### config.mk
export PLATFORM = sky130hd
export DESIGN_NAME = lsu_sram_bridge
export DESIGN_NICKNAME = d
export VERILOG_FILES = /design/src/rtl/lsu_sram_bridge.sv
export SDC_FILE = /design/constraint.sdc
export NUM_CORES = 1
export LEC_CHECK = 0
export ABC_AREA = 1
export CORE_AREA = 10 10 144 146
export DETAILED_ROUTE_END_ITERATION = 7
export DIE_AREA = 0 0 154 156
export PLACE_DENSITY = 0.56
export RECOVER_POWER = 100
export SYNTH_ARGS = -nofsm -noshare
export SYNTH_HDL_FRONTEND = slang
export SYNTH_SLANG_ARGS = --single-unit
### constraint.sdc
create_clock -name clk -period 6.3 [get_ports clk]
set_clock_uncertainty 0.2 [all_clocks]
set_input_delay 1.26 -clock clk [delete_from_list [all_inputs] [get_ports clk]]
set_output_delay 1.26 -clock clk [all_outputs]
set_load 0.01 [all_outputs]
### src/rtl/lsu_sram_bridge.sv
// Load/store bridge from the core memory request to a synchronous single-port 32-bit SRAM.
// Handles byte/halfword/word lanes, load extension, alignment/range faults and wait states.
module lsu_sram_bridge #(
   parameter int AW          = 11,
   parameter int WAIT_STATES = 0,
   parameter int RD_LAT      = 1
) (
   input  logic          clk,
   input  logic          rst,
   input  logic          req,
   input  logic          we,
   input  logic [31:0]   addr,
   input  logic [31:0]   wdata,
   input  logic [3:0]    size,
   output logic [31:0]   rdata,
   output logic          ready,
   output logic          fault,
   output logic          sram_cs,
   output logic          sram_we,
   output logic [3:0]    sram_be,
   output logic [AW-1:0] sram_addr,
   output logic [31:0]   sram_wdata,
   input  logic [31:0]   sram_rdata
);

   typedef enum logic [1:0] {
      S_IDLE   = 2'd0,
      S_ACCESS = 2'd1,
      S_WAIT   = 2'd2,
      S_DONE   = 2'd3
   } state_t;

   localparam logic [1:0] W_BYTE = 2'd0;
   localparam logic [1:0] W_HALF = 2'd1;
   localparam logic [1:0] W_WORD = 2'd2;

   localparam logic [4:0] N_STORE = 5'(WAIT_STATES);
   localparam logic [4:0] N_LOAD  = 5'(WAIT_STATES + RD_LAT);

   state_t        state_q, state_d;
   logic [4:0]    cnt_q, cnt_d;
   logic          we_q;
   logic          sgn_q;
   logic          fault_q;
   logic [1:0]    width_q;
   logic [1:0]    lane_q;
   logic [3:0]    be_q;
   logic [AW-1:0] waddr_q;
   logic [31:0]   wdata_q;
   logic [31:0]   rdata_q;

   logic [1:0]    req_width;
   logic          req_sgn;
   logic          req_fault;
   logic [3:0]    req_be;
   logic [31:0]   req_wdata;
   logic [4:0]    n_sel;

   // Shift the addressed lane down to bit 0, then sign- or zero-extend.
   function automatic logic [31:0] load_extend(input logic [31:0] raw,
                                               input logic [1:0]  lane,
                                               input logic [1:0]  width,
                                               input logic        sgn);
      logic [31:0] sh;
      sh = raw >> {lane, 3'b000};
      case (width)
         W_BYTE:  return {{24{sgn & sh[7]}}, sh[7:0]};
         W_HALF:  return {{16{sgn & sh[15]}}, sh[15:0]};
         default: return raw;
      endcase
   endfunction

   always_comb begin
      req_width = W_WORD;
      req_sgn   = 1'b0;
      if (size[3]) begin
         req_width = W_BYTE;
         req_sgn   = 1'b1;
      end else if (size[2]) begin
         req_width = W_BYTE;
      end else if (size[1]) begin
         req_width = W_HALF;
         req_sgn   = 1'b1;
      end else if (size[0]) begin
         req_width = W_HALF;
      end

      req_fault = |addr[31:AW+2];
      case (req_width)
         W_HALF:  req_fault = req_fault | addr[0];
         W_WORD:  req_fault = req_fault | (|addr[1:0]);
         default: req_fault = req_fault;
      endcase

      // Loads always read the full word; lane selection happens on capture.
      req_be    = 4'b1111;
      req_wdata = wdata;
      if (we) begin
         case (req_width)
            W_BYTE: begin
               req_be    = 4'b0001 << addr[1:0];
               req_wdata = {4{wdata[7:0]}};
            end
            W_HALF: begin
               req_be    = addr[1] ? 4'b1100 : 4'b0011;
               req_wdata = {2{wdata[15:0]}};
            end
            default: begin
               req_be    = 4'b1111;
               req_wdata = wdata;
            end
         endcase
      end
   end

   always_comb begin
      state_d = state_q;
      cnt_d   = cnt_q;
      n_sel   = we_q ? N_STORE : N_LOAD;
      case (state_q)
         S_IDLE: begin
            if (req) state_d = req_fault ? S_DONE : S_ACCESS;
         end
         S_ACCESS: begin
            if (n_sel != 5'd0) begin
               state_d = S_WAIT;
               cnt_d   = n_sel - 5'd1;
            end else begin
               state_d = S_DONE;
            end
         end
         S_WAIT: begin
            if (cnt_q == 5'd0) state_d = S_DONE;
            else               cnt_d   = cnt_q - 5'd1;
         end
         S_DONE:  state_d = S_IDLE;
         default: state_d = S_IDLE;
      endcase
   end

   always_ff @(posedge clk or posedge rst) begin
      if (rst) begin
         state_q <= S_IDLE;
         cnt_q   <= 5'd0;
         we_q    <= 1'b0;
         sgn_q   <= 1'b0;
         fault_q <= 1'b0;
         width_q <= W_WORD;
         lane_q  <= 2'd0;
         be_q    <= 4'd0;
         waddr_q <= '0;
         wdata_q <= 32'd0;
         rdata_q <= 32'd0;
      end else begin
         state_q <= state_d;
         cnt_q   <= cnt_d;
         if (state_q == S_IDLE && req) begin
            we_q    <= we;
            sgn_q   <= req_sgn;
            fault_q <= req_fault;
            width_q <= req_width;
            lane_q  <= addr[1:0];
            be_q    <= req_be;
            waddr_q <= addr[AW+1:2];
            wdata_q <= req_wdata;
         end
         // The final WAIT edge is the only point where load data is guaranteed valid.
         if (state_q == S_WAIT && cnt_q == 5'd0 && !we_q)
            rdata_q <= load_extend(sram_rdata, lane_q, width_q, sgn_q);
      end
   end

   assign sram_cs    = (state_q == S_ACCESS);
   assign sram_we    = sram_cs & we_q;
   assign sram_be    = sram_cs ? be_q : 4'd0;
   assign sram_addr  = waddr_q;
   assign sram_wdata = wdata_q;
   assign ready      = (state_q == S_DONE);
   assign fault      = ready & fault_q;
   assign rdata      = rdata_q;

endmodule

; ---- Word level (Yosys, flattened, before mapping)
; Cells that the tools add are included.
[word_totals]
ff_bits = 93
latchBits = 0
ram_bits = 0
mem_bits_ro = 0
input_bits = 104
out_inout_bits = 83
wordCells = 69
memories = 0
[classes]
n_addsub = 2
multipliers = 0
div_mod_pow = 0
order_cmp = 0
n_eq_ne = 10
shift = 2
mux = 24
bitwise = 6
n_reduce_logical = 14
[ops]
columns = cell, count
row1 = 32-bit one-hot mux with 2 select lines, 2
row2 = 32-bit 2-to-1 mux, 1
row3 = 32-bit by 5-bit right shift with 16-bit output, 1
row4 = 19-bit OR reduction, 1
row5 = 2-bit 2-to-1 mux, 7
row6 = 4-bit 2-to-1 mux, 3
row7 = 5-bit 2-to-1 mux, 2
row8 = 5-bit one-hot mux with 2 select lines, 1
row9 = 2-bit one-hot mux with 4 select lines, 1
row10 = 4-bit one-hot mux with 2 select lines, 1
row11 = 2-bit by 1-bit equality test with 1-bit output (second input constant), 3
row12 = 2-bit equality test (second input constant), 3
row13 = 2-bit logical NOT, 3
row14 = 2-bit inequality test (second input constant), 3
row15 = 5-bit logical NOT, 1
row16 = 1-bit 2-to-1 mux, 5
row17 = 5-bit nonzero test, 1
row18 = 5-bit by 1-bit subtractor with 5-bit output (second input constant), 1
row19 = 1-bit AND, 4
row20 = 1-bit by 2-bit << shifter with 4-bit output (first input constant), 1
row21 = 1-bit logical AND, 3
row22 = 3-bit AND reduction, 1
row23 = 2-bit by 1-bit inequality test with 1-bit output (second input constant), 1
row24 = 1-bit bitwise OR, 2
row25 = other kinds (6), 6

; ---- Longest topological paths before layout
; Gate-level depths: netlist (run 1).
[logic_depth]
ltp_word = 9
ltp_mapped = 11

; ---- Worst setup path before layout (run 1)
; Ideal clock, no wire load.
[synth_path]
path_type = input to register
start = input port size[1]
end = register be_q[1]
t_arrival_ps = 2471
slack_ps = 3551
cell_stages = 8
path_buffers = 2
cell_sequence = nor2_1 > nand2_1 > buf_2 > ha_1 > clkbuf_1 > a21oi_1 > or2_2 > a21oi_1
[synth_between]
elab_chain_cells = 6
elab_cells_between_ends = 7
classes_between = 1 x eq/ne / 5 x mux / 1 x reduce/logical
[synth_rtl]
columns = item, line
row1 = start: declaration, 14  ; input logic [3:0] size,
row2 = 2-bit 2-to-1 mux (*), 81  ; end else if (size[1]) begin
row3 = 2-bit 2-to-1 mux (*), 79  ; end else if (size[2]) begin
row4 = 2-bit 2-to-1 mux (*), 76  ; if (size[3]) begin
row5 = 2-bit by 1-bit equality test with 1-bit output or 2-bit logical NOT (tied branches), 99  ; case (req_width)
row6 = 4-bit one-hot mux with 2 select lines (*), 99
row7 = 4-bit 2-to-1 mux (*), 98  ; if (we) begin
row8 = end signal: assignment, 163  ; be_q <= req_be;
row9 = end: declaration, 47  ; logic [3:0] be_q;
; Mark *: on every way between the ends. The rest lies on a longest branch, timed or not.
; A chain may end at the register's enable or synchronous reset.

; ---- Worst setup path in the final report (run 1)
[layout_path]
start = register state_q[0]
end = register rdata_q[10], in the netlist rdata[10]
[layout_between]
elab_chain_cells = 3
[layout_rtl]
columns = item, line
row1 = start: declaration, 40  ; state_t state_q, state_d;
row2 = start signal: assignment, 155  ; state_q <= state_d;
row3 = 2-bit equality test, 168  ; if (state_q == S_WAIT && cnt_q == 5'd0 && !we_q)
row4 = 1-bit logical AND (2 in a row), 168
row5 = end signal: assignment, 169  ; rdata_q <= load_extend(sram_rdata, lane_q, width_q, sgn_q);
row6 = end: declaration, 50  ; logic [31:0] rdata_q;
; No other way between the ends.

==> results of run 1 <==
## cell families after synthesis
logic type / count (synthesis) / synth area share [%]
and+or+nand+nor: 416 / 35.4
DFF: 93 / 44.4
AOI/OAI and AO/OA: 66 / 7.26
adders and majority gates: 9 / 2.15
muxes: 7 / 1.34
buffers and inverters: 116 / 9.43
## cells in the mapped netlist, drive strengths merged
cell type	number
nor2	60
nor3	18
a22o	1
or2	19
inv	82
a21boi	1
buf	24
a31oi	7
mux2i	7
dfrtp	92
o31ai	1
ha	9
a21oi	11
o21ai	32
nand2	249
a22oi	4
dfstp	1
clkbuf	10
o211ai	8
nand3	58
nand4	12
a211oi	1
## path summary, 6_finish.rpt
path	start	endpoint	depth (start not counted)
max in group asynchronous	rst	be_q[3]$_DFFE_PP0P_	3
min in group asynchronous	rst	sram_addr[9]$_DFFE_PP0P_	2
worst min register to register	sram_addr[8]$_DFFE_PP0P_	sram_addr[8]$_DFFE_PP0P_	2
worst max register to register	state_q[0]$_DFFE_PP0P_	rdata[10]$_DFFE_PP0P_	8
worst min-delay path	sram_addr[8]$_DFFE_PP0P_	sram_addr[8]$_DFFE_PP0P_	2
worst max-delay path	state_q[0]$_DFFE_PP0P_	rdata[10]$_DFFE_PP0P_	8
## metrics by stage
step / setup slack (ps) / power [mW] / utilization (%) / hold slack, ps
6_report: 1950 / 3.06 / 41.9 / 274
5_1_grt: 1430 / 3.35 / 41.9 / 298
4_1_cts: 2850 / 3.22 / 42.1 / 288
3_5_place_dp: 2590 / 2.66 / 40.5 / 264
2_1_floorplan: 2420 / 1.91 / - / 249
3_3_place_gp: 2700 / 2.65 / 40.5 / 262
## power by group
| part | leakage [nW] | internal, mW | switching, mW | total, mW |
|---|---|---|---|---|
| Clock | 0.139 | 0.281 | 0.253 | 0.534 |
| Sequential | 1.11 | 0.867 | 0.203 | 1.07 |
| Combinational | 2.46 | 0.663 | 0.795 | 1.46 |
| Total | 3.71 | 1.81 | 1.25 | 3.06 |
## area by class of cell
type	count	area, µm²	share of cell area (%)
clock inverter	6	43.8	0.586
clock buffer	10	239	3.20
inverter	82	309	4.13
timing repair buffer	189	1880	25.1
sequential	93	2330	31.1
multi-input combinational	498	2390	32.0
tap	229	287	3.83
## registers in the layout (all words and copies together) (netlist names)
| signal | cells |
|---|---|
| be_q | 4 |
| cnt_q | 5 |
| fault_q | 1 |
| lane_q | 2 |
| rdata | 32 |
| sgn_q | 1 |
| sram_addr | 11 |
| sram_wdata | 32 |
| state_q | 2 |
| we_q | 1 |
| width_q | 2 |
## layout by cell type, fill, tap and decap left out, types with 3 or more instances in the layout
cell                              synthesis  routed
sky130_fd_sc_hd__nand2_1                245     247
sky130_fd_sc_hd__clkdlybuf4s50_1          0     100
sky130_fd_sc_hd__dfrtp_1                 92      92
sky130_fd_sc_hd__dlygate4sd3_1            0      86
sky130_fd_sc_hd__inv_1                   77      78
sky130_fd_sc_hd__nor2_1                  55      57
sky130_fd_sc_hd__nand3_1                 46      46
sky130_fd_sc_hd__o21ai_0                 31      31
sky130_fd_sc_hd__nor3_1                  18      18
sky130_fd_sc_hd__or2_2                   16      16
sky130_fd_sc_hd__nand4_1                 11      12
sky130_fd_sc_hd__a21oi_1                 11      11
sky130_fd_sc_hd__nand3_2                 11      11
sky130_fd_sc_hd__ha_1                     9       9
sky130_fd_sc_hd__clkbuf_16                0       9
sky130_fd_sc_hd__o211ai_1                 8       8
sky130_fd_sc_hd__mux2i_1                  7       7
sky130_fd_sc_hd__a31oi_1                  7       7
sky130_fd_sc_hd__a22oi_1                  4       4
sky130_fd_sc_hd__inv_2                    5       3
sky130_fd_sc_hd__or2_1                    3       3
## layer usage
metal | share of wire, % | wire length (µm) | vias to the layer above
li1 | - | - | 2563
met1 | 46 | 8170 | 2356
met2 | 43 | 7640 | 160
met3 | 10 | 1850 | 16
met4 | 1.1 | 201 | 0
met5 | 0 | 0 | -
## critical path, stage by stage, from the launching register on
cell and delay, ps:
sky130_fd_sc_hd__dfrtp_1 420, sky130_fd_sc_hd__inv_1 150, sky130_fd_sc_hd__ha_1 320, sky130_fd_sc_hd__nand4_1 660, sky130_fd_sc_hd__nor2_1 1010, sky130_fd_sc_hd__clkbuf_1 1000
sky130_fd_sc_hd__nand3_1 220, sky130_fd_sc_hd__nor2_1 180, sky130_fd_sc_hd__nor2_1 50
==> summary by stage, run 1 <==
Clock tree
In this run the clock root is driven by a sky130_fd_sc_hd__clkbuf_16. Clock tree synthesis found a total of 93 sinks. Gates resized during post-CTS repair numbered 0. The worst-case clock buffer depth is 2. The total clock buffers created by CTS is 9. The CTS tree is built. Clock latency on the worst-skew pair, taken at its later pin, is 350 ps. After clock tree synthesis, the clock-pin slew on the worst setup and hold paths is 70 ps. The number of setup buffers added after CTS is 0. The H-tree was split into 3 levels.

The number of buffers inserted for hold repair after clock tree synthesis is 0.

Layout
Compared with the post-synthesis result, the final layout area differs by 42.8%. At the end of the flow, the number of nets in the layout was 986. The total inserted antenna cells is 0.

Fill cells in the final layout number 1865. Leaving out filler cells and counting taps, the final layout contains 1107. The post-route cell area is 7480 µm². Of the cells placed in the final design, the portion with a size suffix greater than 1 is roughly 6.4%.

Placed design
The placed instance area is 7230 µm². The count of buffers inserted at the top-level ports is 186. The post-detailed-placement half-perimeter wirelength is about 13 mm. At the end of routability-driven placement, the weighted congestion stood at around 0.84. Including well taps, the total number of placed cells is about 1100.

Pwr
The largest vdd supply drop is roughly 0.19 mV. The ratio of total power to cell area is 410 nW/µm². The analysis attributes to cell leakage a power of 3.71 nW.

Drt
The first-pass iteration count of the detailed router is 5. After detailed routing, the total wire length is 17.9 mm. The vias after detailed routing is ~5100.

The number of nets with antenna violations after detailed routing is 0. In this run, the number of DRC markers left after iteration 0 of detailed routing was 329. In the routed layout, each cell is associated on average with a via count of 4.60. The average detailed-routed wire length per instance is 16.1 µm. The DRC violations left is 0.

Floorplan
The die covers 24000 µm². The die is about 160 µm tall. The total area inside the core boundary comes to 17800 µm². The initial cell density of the core is 29.4%. For this design the top-level I/O count stands at between 150 and 200. The overall die width is 154 µm.

The number of standard-cell rows in the floorplan is 49.

Timing
Setup repair after global routing left no endpoint under its margin. At the pin with the least slew margin, the transition time is 2630 ps. The max-slew violation total from the final report is 57.

The final critical delay including setup and external delays is 4350 ps. The summed negative setup slack over all endpoints is 0 ps. The share of the cycle needed by the critical path after routing is roughly 69%.

The setup-violating endpoint count in the final report is 0. Derived from the worst setup path, the maximum achievable clock frequency is 230 MHz. Measured against its own limit, the worst slew margin works out to -76.4%. The number of hold violations in the final report was 0.

Global route
The met3 routing resource usage after global routing is 6.70%. The number of global-route vias before repair came to 5138. The wire length of the first global-routing pass is 28.8 mm.

The initial antenna violation count is 0. Global routing used 21.6% of the available met2 tracks. Global routing consumed, on the met1 layer, 19.3% of the routing resources. The overall overflow remaining after global route is 0. The maximum number of pins on one net before global-route repair is 57. The global-route layer with the greatest usage is met2. Global routing used around 15% of the available tracks.

Synthesis
Ranked by total cell area, the synthesized netlist is headed by sky130_fd_sc_hd__dfrtp_1, sky130_fd_sc_hd__nand2_1, sky130_fd_sc_hd__inv_1, sky130_fd_sc_hd__nand3_1, sky130_fd_sc_hd__nor2_1. Summing every instance area after synthesis gives between 5000 and 6000 µm². The synthesized area divided by synthesized cell count is 7.41 µm². The portion of the post-synthesis area used by sequential elements is 44.4%.

The share of synthesized area in the top cell type comes to 43.9%. The number of nets in the synthesized netlist is a little over 800. The synthesized netlist contains 34 unique library cells. The synthesized flop and latch total is 93.

After technology mapping, the gate count stands at 707. Of all cell types, the one taking the most synthesized area is sky130_fd_sc_hd__dfrtp_1. The number of warning messages in the yosys log is 0.

Run status
The run finished, with violations left. The final reports fail on capacitance limit, slew limit.

Critical path
The kind of critical path is flip-flop to flip-flop. Of all nets on the critical path, the largest fanout is 30. The arrival time reported for the critical path endpoint is ~4400 ps. STA classifies the critical path endpoint as a flip-flop. The setup check on the worst reg-to-reg path leaves a slack of 1950 ps. The launching element type of the critical path is a flip-flop. The required time at the worst-slack endpoint is 6330 ps.

Min path
The tightest min-delay check is of the flip-flop to flip-flop type.

Flow run
The number of max-cap violations is 1.
(Power assumes the default switching activity.)
==> run 2: changes to the inputs <==
--- a/config.mk
+++ b/config.mk
@@ -9,7 +9,7 @@
 export CORE_AREA = 10 10 144 146
 export DETAILED_ROUTE_END_ITERATION = 7
 export DIE_AREA = 0 0 154 156
-export PLACE_DENSITY = 0.56
+export PLACE_DENSITY = 0.59
 export RECOVER_POWER = 100
 export SYNTH_ARGS = -nofsm -noshare
 export SYNTH_HDL_FRONTEND = slang
==> constraint.sdc (replaced) <==
create_clock -name clk -period 3.7 [get_ports clk]
set_clock_uncertainty 0.2 [all_clocks]
set_input_delay 0.74 -clock clk [delete_from_list [all_inputs] [get_ports clk]]
set_output_delay 0.74 -clock clk [all_outputs]
set_load 0.01 [all_outputs]
==> summary by stage, run 2 (synthesis gave the netlist of run 1 again) <==
Run status
The run finished, with violations left. The final reports fail on capacitance limit, slew limit.

Pwr
The largest vdd supply drop is 0.305 mV (+63%). The leakage power was 3.73 nW (+0.61%). The ratio of total power to cell area is 693 nW/µm² (+69%).

Timing
The max-slew violation total from the final report was 45 (-21%). The max-slew headroom at the worst pin is -42.8% (+34 points). The worst-margin pin slew is 2130 ps (-502 ps).

The setup-violating endpoint count in the final report came to 0 (unchanged). The tightest hold margin is 272 ps (-2.43 ps). The maximum frequency from static timing analysis is ~330 MHz. Of the available clock period, the critical path in the final layout requires 82.5%.

For the finished layout, the period the worst path requires is 3050 ps. The summed negative setup slack over all endpoints is 0 ps (unchanged). The number of hold violations in the final report is 0 (unchanged).

Setup repair after global routing left no endpoint under its margin.

Critical path
The number of cell instances on the worst register-to-register path is 8 (unchanged). The worst setup path is captured at a flip-flop. The worst reg-to-reg setup slack is 650 ps (-1310 ps). The critical path buffer and inverter count is 3 (+1). The arrival time reported for the critical path endpoint is 3090 ps (-1290 ps). Broken down by cell family, the worst path's largest delay share belongs to buffers and inverters. In this run the critical register-to-register path is launched from state_q[0]$_DFFE_PP0P_. The largest incremental delay on the critical path is 1090 ps (+80 ps). The signal on the critical path passes through dlygate4sd3_1, nand2_1, clkbuf_1, nor2_2, buf_4, nand2_1, nand3_1. The most frequent cell on the critical path is sky130_fd_sc_hd__nand2_1. In this run the critical register-to-register path is captured at rdata[12]$_DFFE_PP0P_. The worst-path cell with the longest stage delay is sky130_fd_sc_hd__clkbuf_1.

The peak fanout along the critical path is 30 (unchanged). The required time at the worst-slack endpoint is 3730 ps (-2600 ps). The launching element type of the critical path is an input port. The worst setup path is of the input port to flip-flop kind.

Drt
The average detailed-routed wire length per instance is 15.9 µm (-1.5%). The number of DRC violations after detailed-routing iteration 0 is 308 (-6.4%). The DRC violations left came to 0 (unchanged).

The first-pass iteration count of the detailed router was 5 (unchanged). The via-per-instance ratio is 4.63 (+0.68%). The number of nets with antenna violations after detailed routing is 0 (unchanged). The total wire length after detailed routing is 17.7 mm (-0.84%).

The vias after detailed routing is 5162 (+1.3%).

Floorplan
The area enclosed by the die boundary is 24000 µm² (unchanged). The overall die width is 154 µm (unchanged). The number of standard-cell rows in the floorplan is 49 (unchanged). The initial cell density of the core was 29.4% (unchanged). The overall die height is 156 µm (unchanged). The total core area came to 17800 µm² (unchanged). The I/O pin total was 187 (unchanged).

Global route
The wire length of the first global-routing pass is 28.4 mm (-1.3%). The aggregate global-route resource usage is 14.6% (-0.21 points). The number of global-route vias before repair is 5207 (+1.3%).

The overall overflow remaining after global route came to 0 (unchanged). The maximum number of pins on one net before global-route repair is 46 (-19%). The initial antenna violation count came to 1 (+1).

Clock tree
The clock sink count is 93 (unchanged). The number of cells upsized or downsized after cts is 0 (unchanged). The total clock buffers created by CTS is 9 (unchanged). The number of buffers inserted for hold repair after clock tree synthesis was 0 (unchanged). The clock transition at the register clock pins on the worst setup and hold paths after CTS is 70 ps (about the same). The clock tree root driver cell is sky130_fd_sc_hd__clkbuf_16. The number of H-tree branching levels is 3 (unchanged).

The worst-case clock buffer depth is 2 (unchanged). The number of setup buffers added after CTS is 0 (unchanged). The CTS tree is built. The clock insertion delay at the later pin of the skew report was 350 ps (about the same).

Layout
The area added between synthesis and finish is 43.9%. The final design utilization was 42.2% (+0.33 points). The number of filler instances in the final layout is 1819 (-2.5%). The footprint of the multi-input gates came to 2390 µm² (+0.10%). In the layout the commonest cells are sky130_fd_sc_hd__nand2_1, sky130_fd_sc_hd__clkdlybuf4s50_1, sky130_fd_sc_hd__dfrtp_1. The area of all sequential standard cells is 2330 µm² (unchanged). The net count reported at finish is 992 (+0.61%). The share of cells above drive strength 1 is 7.13% (+0.75 points). The most common cell after layout, fill and taps aside is sky130_fd_sc_hd__nand2_1.

Min path
The path type of the worst min-delay path is flip-flop to flip-flop. The endpoint of the worst hold path is sram_wdata[0]$_DFFE_PP0P_. The number of cells on the worst hold path is 2 (unchanged). The worst hold path begins at sram_wdata[0]$_DFFE_PP0P_.

Flow run
The number of max-cap violations is 1 (unchanged).

Placed design
The final weighted congestion in routability-driven placement is 0.864 (+2.8%). The count of buffers inserted at the top-level ports is 186 (unchanged). The post-detailed-placement half-perimeter wirelength was 13.5 mm (+1.4%).
run 2: cell count changes in the layout (fill, tap and decap cells not counted), sizes merged:
cell and change:
clkbuf +3, diode +1, buf +4, inv -1, clkinv -1, clkinvlp +1
run 2: power by group:
part	internal [mW]	switching (mW)	total, mW
registers	1.48	0.315	1.79
clock network	0.493	0.418	0.911
logic	1.14	1.38	2.52
total	3.11	2.11	5.22
run 2: cell type report:
cell class	instances	area share, %
sequential	93	30.9
tap	229	3.80
clock inverter	5	0.448
antenna	1	0.0332
inverter	82	4.10
timing repair buffer	195	25.6
clock buffer	11	3.35
multi-input combinational	498	31.8
run 2: routing by layer:
metal	up-vias	GRT usage (%)	wire [µm]
li1	2580	-	-
met1	2379	19.2	8100
met2	187	21.5	7600
met3	16	5.93	1810
met4	0	3.87	211
met5	-	0	0
run 2: how the worst max path moves through the flow:
stage / depth (start not counted) / startpoint / end / slack [ps]
final: 7 / req / sram_wdata[22]$_DFFE_PP0P_ / 650
after global routing: 8 / state_q[0]$_DFFE_PP0P_ / rdata[12]$_DFFE_PP0P_ / 390
after CTS: 5 / state_q[1]$_DFFE_PP0P_ / sram_we / 820
after detailed placement: 7 / size[1] / be_q[1]$_DFFE_PP0P_ / 680
after global placement: 10 / size[1] / state_q[1]$_DFFE_PP0P_ / 760
after floorplan: 1 / rst / be_q[0]$_DFFE_PP0P_ / 340
run 2: through the flow:
step	cell area [µm²]	instances	setup WS (ps)	total power, mW
floorplan	5240	707	341	3.24
global placement	7280	1097	756	4.53
detailed placement	7280	1097	680	4.55
CTS	7570	1113	824	5.50
global route	7530	1113	387	5.70
finish	7540	1114	647	5.22
run 2: worst reg2reg max path, delay by kind of cell (launching register included):
kind	cells	cell delay, ps
DFF	1	420
adders and majority gates	1	310
and+or+nand+nor	5	1430
buffers and inverters	2	570
